**src/rtl/dsp48a1_mac_sequencer_if.sv**
```systemverilog
// Port bundle for the DSP48A1 MAC sequencer: operand stream, DSP slice connection and result port.
// s_sub is present only when DSP_MAC_SEQ_SUB_EN is defined.
interface dsp48a1_mac_sequencer_if #(
  parameter int CNT_W = 16
);
  logic [17:0]      s_a;
  logic [17:0]      s_b;
  logic             s_valid;
  logic             s_last;
  logic             s_ready;
`ifdef DSP_MAC_SEQ_SUB_EN
  logic             s_sub;
`endif
  logic [17:0]      dsp_a;
  logic [17:0]      dsp_b;
  logic [7:0]       dsp_opmode;
  logic             dsp_cep;
  logic             dsp_rst;
  logic [47:0]      dsp_p;
  logic [47:0]      res;
  logic [CNT_W-1:0] res_len;
  logic             res_valid;
  logic             res_ready;
  logic             busy;

  // Sequencer side
  modport slave (
    input  s_a, s_b, s_valid, s_last,
`ifdef DSP_MAC_SEQ_SUB_EN
    input  s_sub,
`endif
    input  dsp_p, res_ready,
    output s_ready, dsp_a, dsp_b, dsp_opmode, dsp_cep, dsp_rst,
    output res, res_len, res_valid, busy
  );

  // Host / DSP side
  modport master (
    output s_a, s_b, s_valid, s_last,
`ifdef DSP_MAC_SEQ_SUB_EN
    output s_sub,
`endif
    output dsp_p, res_ready,
    input  s_ready, dsp_a, dsp_b, dsp_opmode, dsp_cep, dsp_rst,
    input  res, res_len, res_valid, busy
  );
endinterface

```
**src/rtl/dsp48a1_mac_sequencer.sv**
```systemverilog
// Drives one DSP48A1 slice as a multiply-accumulator over a framed (A,B) stream and returns the dot product.
// Optional subtract beats are enabled by defining DSP_MAC_SEQ_SUB_EN.
module dsp48a1_mac_sequencer #(
  parameter int PIPE_LAT    = 3,
  parameter int OPMODE_SKEW = 1,
  parameter int CNT_W       = 16
) (
  input  logic                  clk,
  input  logic                  rst,
  dsp48a1_mac_sequencer_if.slave bus
);
  localparam int               DEPTH    = PIPE_LAT - 1;
  localparam int               DW       = $clog2(PIPE_LAT + 1);
  localparam logic [CNT_W-1:0] CNT_MAX  = '1;
  localparam logic [7:0]       OP_FIRST = 8'h01;
  localparam logic [7:0]       OP_ACC   = 8'h09;
  localparam logic [7:0]       OP_HOLD  = 8'h08;

  typedef enum logic [1:0] {IDLE, RUN, DRAIN, HOLD} state_t;

  state_t           state_reg, state_next;
  logic [CNT_W-1:0] cnt_reg, cnt_next;
  logic [DW-1:0]    drain_reg, drain_next;
  logic [47:0]      res_reg, res_next;
  logic [CNT_W-1:0] res_len_reg, res_len_next;
  logic [17:0]      a_reg, b_reg;
  logic [DEPTH-1:0] vld_pipe;
  logic [7:0]       op_pipe [DEPTH];
  logic [7:0]       opmode_reg;
  logic             cep_reg;
  logic             ready;
  logic             accept;
  logic             beat_sub;
  logic [7:0]       beat_op;

`ifdef DSP_MAC_SEQ_SUB_EN
  assign beat_sub = bus.s_sub;
`else
  assign beat_sub = 1'b0;
`endif

  assign ready   = (state_reg == IDLE) || (state_reg == RUN);
  assign accept  = bus.s_valid && ready;
  // The first beat of a vector ignores P (Z=0) so no explicit accumulator clear is needed
  assign beat_op = (state_reg == IDLE) ? (OP_FIRST | {beat_sub, 7'b0})
                                       : (OP_ACC   | {beat_sub, 7'b0});

  // Beat delay line: stage k holds the beat issued k cycles ago
  always_ff @(posedge clk) begin
    if (rst) begin
      vld_pipe   <= '0;
      for (int k = 0; k < DEPTH; k++) op_pipe[k] <= '0;
      opmode_reg <= '0;
      cep_reg    <= 1'b0;
      a_reg      <= '0;
      b_reg      <= '0;
    end else begin
      vld_pipe[0] <= accept;
      op_pipe[0]  <= beat_op;
      for (int k = 1; k < DEPTH; k++) begin
        vld_pipe[k] <= vld_pipe[k-1];
        op_pipe[k]  <= op_pipe[k-1];
      end
      opmode_reg <= vld_pipe[OPMODE_SKEW-1] ? op_pipe[OPMODE_SKEW-1] : OP_HOLD;
      cep_reg    <= vld_pipe[DEPTH-1];
      if (accept) begin
        a_reg <= bus.s_a;
        b_reg <= bus.s_b;
      end
    end
  end

  always_ff @(posedge clk) begin
    if (rst) begin
      state_reg   <= IDLE;
      cnt_reg     <= '0;
      drain_reg   <= '0;
      res_reg     <= '0;
      res_len_reg <= '0;
    end else begin
      state_reg   <= state_next;
      cnt_reg     <= cnt_next;
      drain_reg   <= drain_next;
      res_reg     <= res_next;
      res_len_reg <= res_len_next;
    end
  end

  always_comb begin
    state_next   = state_reg;
    cnt_next     = cnt_reg;
    drain_next   = drain_reg;
    res_next     = res_reg;
    res_len_next = res_len_reg;
    unique case (state_reg)
      IDLE: begin
        if (accept) begin
          cnt_next   = '0;
          drain_next = '0;
          state_next = bus.s_last ? DRAIN : RUN;
        end
      end
      RUN: begin
        if (accept) begin
          if (cnt_reg != CNT_MAX) cnt_next = cnt_reg + CNT_W'(1);
          if (bus.s_last) begin
            drain_next = '0;
            state_next = DRAIN;
          end
        end
      end
      DRAIN: begin
        // P carries the final beat once its CEP slot has been clocked
        if (drain_reg == DW'(PIPE_LAT)) begin
          res_next     = bus.dsp_p;
          res_len_next = (cnt_reg == CNT_MAX) ? CNT_MAX : cnt_reg + CNT_W'(1);
          state_next   = HOLD;
        end else begin
          drain_next = drain_reg + DW'(1);
        end
      end
      HOLD: begin
        if (bus.res_ready) state_next = IDLE;
      end
      default: state_next = IDLE;
    endcase
  end

  assign bus.s_ready    = ready;
  assign bus.dsp_a      = a_reg;
  assign bus.dsp_b      = b_reg;
  assign bus.dsp_opmode = opmode_reg;
  assign bus.dsp_cep    = cep_reg;
  assign bus.dsp_rst    = rst;
  assign bus.res        = res_reg;
  assign bus.res_len    = res_len_reg;
  assign bus.res_valid  = (state_reg == HOLD);
  assign bus.busy       = (state_reg != IDLE);
endmodule

```
**src/flat_wrapper.sv**
```systemverilog
// flat-port wrapper written by rule: the top's interface ports become plain ports
module dsp48a1_mac_sequencer_flat 
#(
  parameter int PIPE_LAT    = 3,
  parameter int OPMODE_SKEW = 1,
  parameter int CNT_W       = 16
)
  (clk, rst, bus_s_a, bus_s_b, bus_s_valid, bus_s_last, bus_dsp_p, bus_res_ready, bus_s_ready, bus_dsp_a, bus_dsp_b, bus_dsp_opmode, bus_dsp_cep, bus_dsp_rst, bus_res, bus_res_len, bus_res_valid, bus_busy);
  dsp48a1_mac_sequencer_if #(.CNT_W(CNT_W)) bus_i ();
  input  logic clk;
  input  logic rst;
  input wire logic [$bits(bus_i.s_a)-1:0] bus_s_a;
  input wire logic [$bits(bus_i.s_b)-1:0] bus_s_b;
  input wire logic [$bits(bus_i.s_valid)-1:0] bus_s_valid;
  input wire logic [$bits(bus_i.s_last)-1:0] bus_s_last;
  input wire logic [$bits(bus_i.dsp_p)-1:0] bus_dsp_p;
  input wire logic [$bits(bus_i.res_ready)-1:0] bus_res_ready;
  output wire logic [$bits(bus_i.s_ready)-1:0] bus_s_ready;
  output wire logic [$bits(bus_i.dsp_a)-1:0] bus_dsp_a;
  output wire logic [$bits(bus_i.dsp_b)-1:0] bus_dsp_b;
  output wire logic [$bits(bus_i.dsp_opmode)-1:0] bus_dsp_opmode;
  output wire logic [$bits(bus_i.dsp_cep)-1:0] bus_dsp_cep;
  output wire logic [$bits(bus_i.dsp_rst)-1:0] bus_dsp_rst;
  output wire logic [$bits(bus_i.res)-1:0] bus_res;
  output wire logic [$bits(bus_i.res_len)-1:0] bus_res_len;
  output wire logic [$bits(bus_i.res_valid)-1:0] bus_res_valid;
  output wire logic [$bits(bus_i.busy)-1:0] bus_busy;
  assign bus_i.s_a = bus_s_a;
  assign bus_i.s_b = bus_s_b;
  assign bus_i.s_valid = bus_s_valid;
  assign bus_i.s_last = bus_s_last;
  assign bus_i.dsp_p = bus_dsp_p;
  assign bus_i.res_ready = bus_res_ready;
  assign bus_s_ready = bus_i.s_ready;
  assign bus_dsp_a = bus_i.dsp_a;
  assign bus_dsp_b = bus_i.dsp_b;
  assign bus_dsp_opmode = bus_i.dsp_opmode;
  assign bus_dsp_cep = bus_i.dsp_cep;
  assign bus_dsp_rst = bus_i.dsp_rst;
  assign bus_res = bus_i.res;
  assign bus_res_len = bus_i.res_len;
  assign bus_res_valid = bus_i.res_valid;
  assign bus_busy = bus_i.busy;
  dsp48a1_mac_sequencer #(.PIPE_LAT(PIPE_LAT), .OPMODE_SKEW(OPMODE_SKEW), .CNT_W(CNT_W)) u_core (.clk(clk), .rst(rst), .bus(bus_i));
endmodule
```
**config.mk**
```make
export PLATFORM = sky130hd
export DESIGN_NAME = dsp48a1_mac_sequencer_flat
export DESIGN_NICKNAME = d
export VERILOG_FILES = /design/src/rtl/dsp48a1_mac_sequencer_if.sv /design/src/rtl/dsp48a1_mac_sequencer.sv /design/src/flat_wrapper.sv
export SDC_FILE = /design/constraint.sdc
export NUM_CORES = 1
export LEC_CHECK = 0
export CAP_MARGIN = 5
export CELL_PAD_IN_SITES_DETAIL_PLACEMENT = 1
export CELL_PAD_IN_SITES_GLOBAL_PLACEMENT = 1
export CORE_MARGIN = 1.5
export CORE_UTILIZATION = 33
export DETAILED_ROUTE_END_ITERATION = 12
export PLACE_DENSITY = 0.95
export SYNTH_ARGS = -nofsm -noshare
export SYNTH_HDL_FRONTEND = slang
export SYNTH_SLANG_ARGS = --single-unit
```
**constraint.sdc**
```tcl
create_clock -name clk -period 3.7 [get_ports clk]
set_input_delay 0.74 -clock clk [delete_from_list [all_inputs] [get_ports clk]]
set_output_delay 0.74 -clock clk [all_outputs]
set_load 0.02 [all_outputs]
```
Yosys cells after proc, flatten, opt, wreduce, memory -nomap -nowiden
Memories as Yosys holds them, arrays and structs flattened. Index checks and enable logic that the tools add are counted.

Memory bits (writable): 16. Register bits: 131. Logic and storage cells: 65. Input port bits: 89. Memories: 1.

Bitwise gates (word level): 3. Reductions and logical operators: 11. Multiplexer cells: 24. Add/subtract/negate cells: 2. Equality and inequality tests: 13.

Memory list: u_core.op_pipe (depth 2, width 8, rd ports 1, clocked after memory_dff 0, write ports 2, RTL line dsp48a1_mac_sequencer.sv:28) `logic [7:0] op_pipe [DEPTH];`.

Operators by type and width (count): 2-to-1 mux 16 bit (4); one-hot mux 16 bit (2 select lines) (1); 2-to-1 mux 2 bit (10); adder 16 x 1 -> 16 bit (second input constant) (1); equality test 16 bit (second input constant) (1); 2-to-1 mux 8 bit (2); inequality test 16 bit (second input constant) (1); AND reduction 5 bit (2); 2-to-1 mux 4 bit (2); inequality test 2 bit (second input constant) (4); one-hot mux 2 bit (4 select lines) (1); equality test 2 bit (second input constant) (3); inequality test 2 x 1 -> 1 bit (second input constant) (3); one-hot mux 2 bit (3 select lines) (1); AND reduction 4 bit (1); nonzero test 2 bit (2); 2-to-1 mux 1 bit (3); nonzero test 3 bit (1); adder 2 x 1 -> 2 bit (second input constant) (1); equality test 2 x 1 -> 1 bit (second input constant) (1); zero test 2 bit (1); OR 1 bit (2); AND reduction 2 bit (1); OR reduction 2 bit (1); other kinds (3) (3).

Depth between registers and ports, before layout
Gate-level depths: netlist of the first run.

Depth in word-level cells: 5. Depth in mapped cells: 9.

Worst setup path before layout of the first run
OpenSTA, ideal clock, no wires.

Path type: register to register. Start point: reg u_core.state_reg[1]. End point: reg u_core.a_reg[13], in the netlist u_core.bus.dsp_a[13]. Clock period less this slack: 1.945 ns. Arrival: 1.874 ns. Slack: 1.755 ns. Buffers on the path: 3. Library setup time: 0.071 ns. Stages on the path, launching flop included: 10. Required time: 3.629 ns. Path through: dfxtp_1 -> inv_1 -> ha_1 -> clkbuf_1 -> or2_1 -> nand2_1 -> clkbuf_1 -> buf_2 -> nand2_1 -> a21oi_1.

Word-level cells in the longest chain between the ends: 3. Elaborated cells between the ends (all ways): 4.

Ends and longest elaborated chain: start: declaration (RTL line dsp48a1_mac_sequencer.sv:21) `state_t state_reg, state_next;`; start signal: assignment (RTL line dsp48a1_mac_sequencer.sv:81) `state_reg <= state_next;`; equality test 2 x 1 -> 1 bit / zero test 2 bit (equally long branches) (RTL line dsp48a1_mac_sequencer.sv:42) `assign ready = (state_reg == IDLE) || (state_reg == RUN);`; logical OR 1 bit (*) (RTL line dsp48a1_mac_sequencer.sv:42); net bus_s_ready (RTL line flat_wrapper.sv:18) `output wire logic [$bits(bus_i.s_ready)-1:0] bus_s_ready;`; logical AND 1 bit (*) (RTL line dsp48a1_mac_sequencer.sv:43) `assign accept = bus.s_valid && ready;`; end signal: assignment (RTL line dsp48a1_mac_sequencer.sv:67) `a_reg <= bus.s_a;`; end: declaration (RTL line dsp48a1_mac_sequencer.sv:26) `logic [17:0] a_reg, b_reg;`.

The timed path passes the listed nets; every way through them passes the cells marked *. A chain may end at the register's enable or synchronous reset.

Worst setup path in the final report of the first run
Start point: reg u_core.state_reg[1]. End point: out bus_s_ready.

Word-level cells in the longest chain between the ends: 2. Elaborated cells between the ends (all ways): 3.

Ends and longest elaborated chain (RTL line): equality test 2 x 1 -> 1 bit / zero test 2 bit (equally long branches) (dsp48a1_mac_sequencer.sv:42); logical OR 1 bit (*) (dsp48a1_mac_sequencer.sv:42); end: declaration (flat_wrapper.sv:18).

Mark *: on every way between the ends. The rest lies on a longest branch, timed or not.

==> impl_metrics.yaml, run 1 <==
grt:
  grt_overflow_total: 0
  grt_pass1_wl_um: 25970
  antenna_found_initial: 0
  grt_max_degree: 76
  grt_pass1_vias: 5016
  grtUsageTotal_pct: 20.88
min_path:
  hold_path_class: "reg -> reg"
  hold_depth: 1
  min_to: "u_core.bus.dsp_opmode[0]"
  worstHoldStart: "u_core.op_pipe[0][0]"
clock_network:
  holdBufCountCts: 0
  htree_levels: 4
  path_clk_slew_ns: 0.05
  numCtsBuffers: 17
  clk_path_buf_depth: 2
  clkLatencyLatePin_ns: 0.42
  cts_tree: "done"
  cts_resized: 0
  cts.sinks: 127
  root_buffer: "clkbuf_16"
  post-cts-setup-buffer-count: 0
detailed_routing:
  vias_per_cell: 4.913
  wire_per_inst_um: 16.66
  num_vias: 4834
  drc: 0
  ant_nets: 0
  dr.pass1.iters: 4
  wl_um: 16400
  initialDrtViolationCount: 277
sta:
  slew_headroom_pct: 45.51
  finalSetupViolations: 0
  fmax_mhz: 328.9
  period_share_pct: 82.16
  rsz0062_at_grt: "no"
  finalHoldViolCount: 0
  drv_slew: 0
  final.setup.worst_slack_ns: 0.6600
  period_minus_slack_ns: 3.040
  worst_slew_pin_slew_ns: 0.8174
  finClkSkew_ns: 0.008524
  setup_tns_ns: 0
yosys:
  netlist_instances: 612
  synth.distinct_cells: 42
  synth-edff-count: 0
  syn_avg_cell_area_sq_um: 8.096
  ys_seq_elements: 127
  synth_warnings: 0
  ys_async_sr_fraction_pct: 0
  ys_seq_area_share_pct: 51.31
  synth_area_sq_um: 4955
  ys.flop_type: "dfxtp_1"
die:
  die_y_um: 125.5
  fp.dieW_um: 125.5
  num_rows: 44
  dieArea_sq_um: 15760
  start_util_pct: 33.96
  io_pins: 202
  coreArea_sq_um: 14590
worst_setup_path:
  r2r-end: "u_core.bus.dsp_b[8]"
  worstRegToRegCells: 7
  cp_num_buf_inv: 2
  crit_chain: "inv_1 -> ha_1 -> or2_1 -> clkdlybuf4s50_1"
  cpMaxStageDelayCell: "clkdlybuf4s50_1"
  required_ns: 2.96
  path_delay_family: "buffers and inverters"
  critPathLaunchType: "flip-flop"
  rrSetupSlack_ns: 1.26
  cp_slowest_stage_delay_ns: 0.66
  worstSetupPathType: "reg -> out"
  end_kind: "output port"
  worstPathArrival_ns: 2.30
  reg2reg_from: "u_core.state_reg[1]"
  critPathMaxFanout: 17
flow_run:
  maxCapViolCount: 0
power:
  leakagePower_nw: 2.808
  p_per_area_nw_per_um2: 539.6
  vdd_drop_max_uv: 309.6
cells_and_area:
  drive_gt1_share_pct: 5.625
  largest_reg_flops: 48
  final_cell_count_no_fill: 984
  synthToLayoutAreaGrowth_pct: 52.60
  antenna_cells: 0
  final_common_cell: "clkdlybuf4s50_1"
  nets: 886
  final_cell_mix: "clkdlybuf4s50_1 (194), nand2_1 (186), dfxtp_1 (127), a21oi_1 (108)"
placed_design:
  dp_hpwl_um: 11040
  io_buffers: 195
  dp_cells: 954
  place_congestion: 0.8448
  place_ws_ns: 1.089
status:
  status: "finished, final reports clean"
[through the flow]
| stage | power, W | hold slack, ns | util, % | cell area [sq um] |
|---|---|---|---|---|
| 6_report | 0.004080 | 0.4283 | 51.83 | 7561 |
| 3_3_place_gp | 0.002445 | 0.4231 | 47.90 | 6988 |
| 4_1_cts | 0.004121 | 0.4405 | 51.83 | 7561 |
| 5_1_grt | 0.004273 | 0.4532 | 51.83 | 7561 |
| 2_1_floorplan | 0.002066 | 0.3998 | - | 4974 |
| 3_5_place_dp | 0.002472 | 0.4266 | 47.90 | 6988 |
[worst reg2reg max path, delay by kind of cell, from the launching register on]
kind | cells | cell delay (ns)
compound gates | 1 | 0.15
fa+ha+maj | 1 | 0.55
buf+inv | 2 | 0.49
flops | 1 | 0.34
simple gates | 3 | 0.83
[synthesized netlist by cell type, types with 2 or more instances]
| cell | instances | share of area, % |
|---|---|---|
| xnor2_1 | 3 | 0.53 |
| inv_2 | 2 | 0.15 |
| nand4_1 | 6 | 0.76 |
| dfxtp_1 | 127 | 51 |
| o21ai_0 | 17 | 1.7 |
| ha_1 | 8 | 2.0 |
| nor2_1 | 15 | 1.1 |
| nor2b_1 | 2 | 0.25 |
| o21ai_1 | 2 | 0.20 |
| xor2_1 | 10 | 1.8 |
| buf_4 | 7 | 1.1 |
| or3_1 | 3 | 0.38 |
| nand2_1 | 187 | 14 |
| a21o_1 | 10 | 1.5 |
| a31oi_1 | 6 | 0.76 |
| a21oi_1 | 108 | 11 |
| nand3_1 | 7 | 0.71 |
| and2_1 | 2 | 0.25 |
| and3_1 | 3 | 0.38 |
| mux2i_1 | 6 | 1.2 |
| buf_2 | 8 | 0.81 |
| clkbuf_1 | 29 | 2.2 |
| o2bb2ai_1 | 2 | 0.35 |
| and4_1 | 2 | 0.35 |
| inv_1 | 7 | 0.53 |
| buf_1 | 4 | 0.30 |
| nor3_1 | 14 | 1.4 |
[final cells by class]
class,instances,area (sq um)
Clock buffer,23,488.0
Inverter,9,33.78
Tap cell,184,230.2
Sequential cell,127,2542
Timing Repair Buffer,202,2002
Multi-Input combinational cell,432,2180
Fill cell,1715,7028
Clock inverter,7,85.08
[worst max-delay path by stage]
stage	startpoint	end	slack (ns)	cells after the start
5_1_grt	u_core.state_reg[1]	bus_s_ready	0.51	4
2_1_floorplan	u_core.state_reg[1]	u_core.bus.dsp_a[13]	1.76	9
4_1_cts	u_core.state_reg[1]	bus_s_ready	0.64	4
3_5_place_dp	u_core.state_reg[1]	bus_s_ready	1.09	4
3_3_place_gp	u_core.state_reg[1]	bus_s_ready	1.11	4
6_report	u_core.state_reg[1]	bus_s_ready	0.66	4
[layer usage]
layer / vias up / GRT usage, % / part of all wire [%]
li1: 2375 / - / -
met1: 2297 / 23.85 / 41
met2: 140 / 37.18 / 51
met3: 22 / 5.691 / 5.7
met4: 0 / 7.553 / 1.8
met5: - / 0 / 0
[where the power goes]
part           switching [W]  internal [W]  leakage, nW
clock network       0.000580       0.00105        0.288
registers          0.0000593       0.00147         1.03
logic               0.000529      0.000393         1.49
total                0.00117       0.00291         2.81
[logic make-up (layout without fill, tap and decap cells)]
family                     count (synthesis)  after routing  share of synthesized area (%)
xor gates and xnor gates                  13             13                          2.298
AOI/OAI and AO/OA                        151            151                          16.59
buffers and inverters                     58            241                          5.278
DFF                                      127            127                          51.31
muxes                                      6              6                          1.212
other                                      1              6                        0.07568
adders and majority gates                  8              8                          2.020
and+or+nand+nor                          248            248                          21.21
Note: power is estimated with default switching activity, not from simulation.
==> inputs of run 2 (changes only) <==
Settings changed: CORE_UTILIZATION 33 to 30, PLACE_DENSITY 0.95 to 0.91.
Clock period 3.7 ns to 2.84 ns, I/O delays scaled along.
==> impl_metrics.yaml, run 2 (synthesis gave the netlist of run 1 again) <==
placed_design:
  io_buffers: 195
  dp_hpwl_um: 11330
  place_congestion: 0.7736
  dpl_cell_area_sq_um: 7036
die:
  num_rows: 46
  dieArea_sq_um: 17300
  coreArea_sq_um: 16000
  fp.dieW_um: 131.5
  start_util_pct: 30.97
  die_y_um: 131.5
  io_pins: 202
worst_setup_path:
  path_delay_family: "buffers and inverters"
  r2r-end: "u_core.cnt_reg[15]"
  crit_chain: "inv_1 -> ha_1 -> or2_1 -> clkdlybuf4s50_1"
  cp_num_buf_inv: 2
  critPathMaxFanout: 5
  worstRegToRegCells: 6
  end_kind: "output port"
  worstPathArrival_ns: 1.97
  critPathLaunchType: "flip-flop"
  reg2reg_from: "u_core.cnt_reg[0]"
  worstSetupPathType: "reg -> out"
  cpMaxStageDelayCell: "clkdlybuf4s50_1"
  cp_slowest_stage_delay_ns: 0.57
  rrSetupSlack_ns: 0.58
  required_ns: 2.27
sta:
  period_minus_slack_ns: 2.535
  finalHoldViolCount: 0
  slew_headroom_pct: 32.92
  finalSetupViolations: 0
  finClkSkew_ns: 0.006572
  rsz0062_at_grt: "no"
  setup_tns_ns: 0
  period_share_pct: 89.26
  fmax_mhz: 394.5
  worst_slew_pin_slew_ns: 1.006
  hold_slack_ns: 0.4265
  drv_slew: 0
cells_and_area:
  nFillCells: 1911
  antenna_cells: 0
  final_cell_mix: "clkdlybuf4s50_1 (194), nand2_1 (186), dfxtp_1 (127), a21oi_1 (108)"
  fin_util_pct: 47.72
  largest_reg_flops: 48
  nets: 887
  drive_gt1_share_pct: 5.611
  multi_input_area_sq_um: 2180
  final_common_cell: "clkdlybuf4s50_1"
  stdcell_area_sq_um: 7636
  synthToLayoutAreaGrowth_pct: 54.12
  seqCellArea_sq_um: 2542
grt:
  grtUsageTotal_pct: 18.77
  grt_pass1_wl_um: 25910
  grt_overflow_total: 0
  antenna_found_initial: 0
  grt_max_degree: 71
  grt_pass1_vias: 5036
detailed_routing:
  vias_per_cell: 4.747
  drc: 0
  wire_per_inst_um: 15.82
  num_vias: 4832
  ant_nets: 0
  initialDrtViolationCount: 152
  dr.pass1.iters: 4
  wl_um: 16100
min_path:
  hold_depth: 1
  worstHoldStart: "u_core.op_pipe[0][0]"
  min_to: "u_core.bus.dsp_opmode[0]"
  hold_path_class: "reg -> reg"
clock_network:
  clkLatencyLatePin_ns: 0.41
  cts_tree: "done"
  htree_levels: 4
  path_clk_slew_ns: 0.05
  post-cts-setup-buffer-count: 0
  holdBufCountCts: 0
  cts.sinks: 127
  cts_resized: 0
  clk_path_buf_depth: 2
  numCtsBuffers: 17
  root_buffer: "clkbuf_16"
power:
  vdd_drop_max_uv: 476.8
  leakagePower_nw: 2.822
  p_per_area_nw_per_um2: 707.4
flow_run:
  maxCapViolCount: 0
status:
  status: "finished, final reports clean"
-- run 2: changes by cell type in the layout (fill, tap and decap cells not counted) --
cell / previous run / this run
clkinv_2: 5 / 3
buf_4: 8 / 9
bufinv_16: 2 / 3
clkbuf_1: 2 / 4
-- run 2: stage by stage --
step           std cells  power, W  setup slack, ns
2_1_floorplan        617  0.002692           0.8951
3_3_place_gp         987  0.003179           0.3024
3_5_place_dp         987  0.003215           0.2545
4_1_cts             1018  0.005471           0.2620
5_1_grt             1018  0.005656           0.1779
6_report            1018  0.005402           0.3051
-- run 2: cell type report --
type / instances / area share [%]
Timing Repair Buffer: 203 / 26.31
Inverter: 9 / 0.4424
Tap cell: 216 / 3.539
Clock inverter: 6 / 1.376
Multi-Input combinational cell: 432 / 28.54
Sequential cell: 127 / 33.30
Clock buffer: 25 / 6.489
-- run 2: routing by layer --
metal | part of all wire, % | global-route usage (%) | vias up
li1 | - | - | 2380
met1 | 43 | 21.26 | 2285
met2 | 50 | 33.01 | 132
met3 | 4.6 | 4.707 | 35
met4 | 3.2 | 8.765 | 0
met5 | 0 | 0 | -
-- run 2: worst max-delay path by stage --
| stage | from | to | slack, ns | cells past startpoint |
|---|---|---|---|---|
| after floorplan | u_core.state_reg[1] | u_core.bus.dsp_a[13] | 0.90 | 9 |
| after global placement | bus_s_valid | u_core.cnt_reg[15] | 0.30 | 5 |
| after detailed placement | bus_s_valid | u_core.cnt_reg[15] | 0.25 | 5 |
| after CTS | u_core.state_reg[0] | bus_s_ready | 0.26 | 4 |
| after global routing | u_core.state_reg[0] | bus_s_ready | 0.18 | 4 |
| final | u_core.state_reg[0] | bus_s_ready | 0.31 | 4 |
-- run 2: power breakdown --
part | switching, W | internal (W) | total, W
Sequential | 0.0000728 | 0.00191 | 0.00199
Clock | 0.000765 | 0.00147 | 0.00223
Combinational | 0.000675 | 0.000509 | 0.00118
Total | 0.00151 | 0.00389 | 0.00540
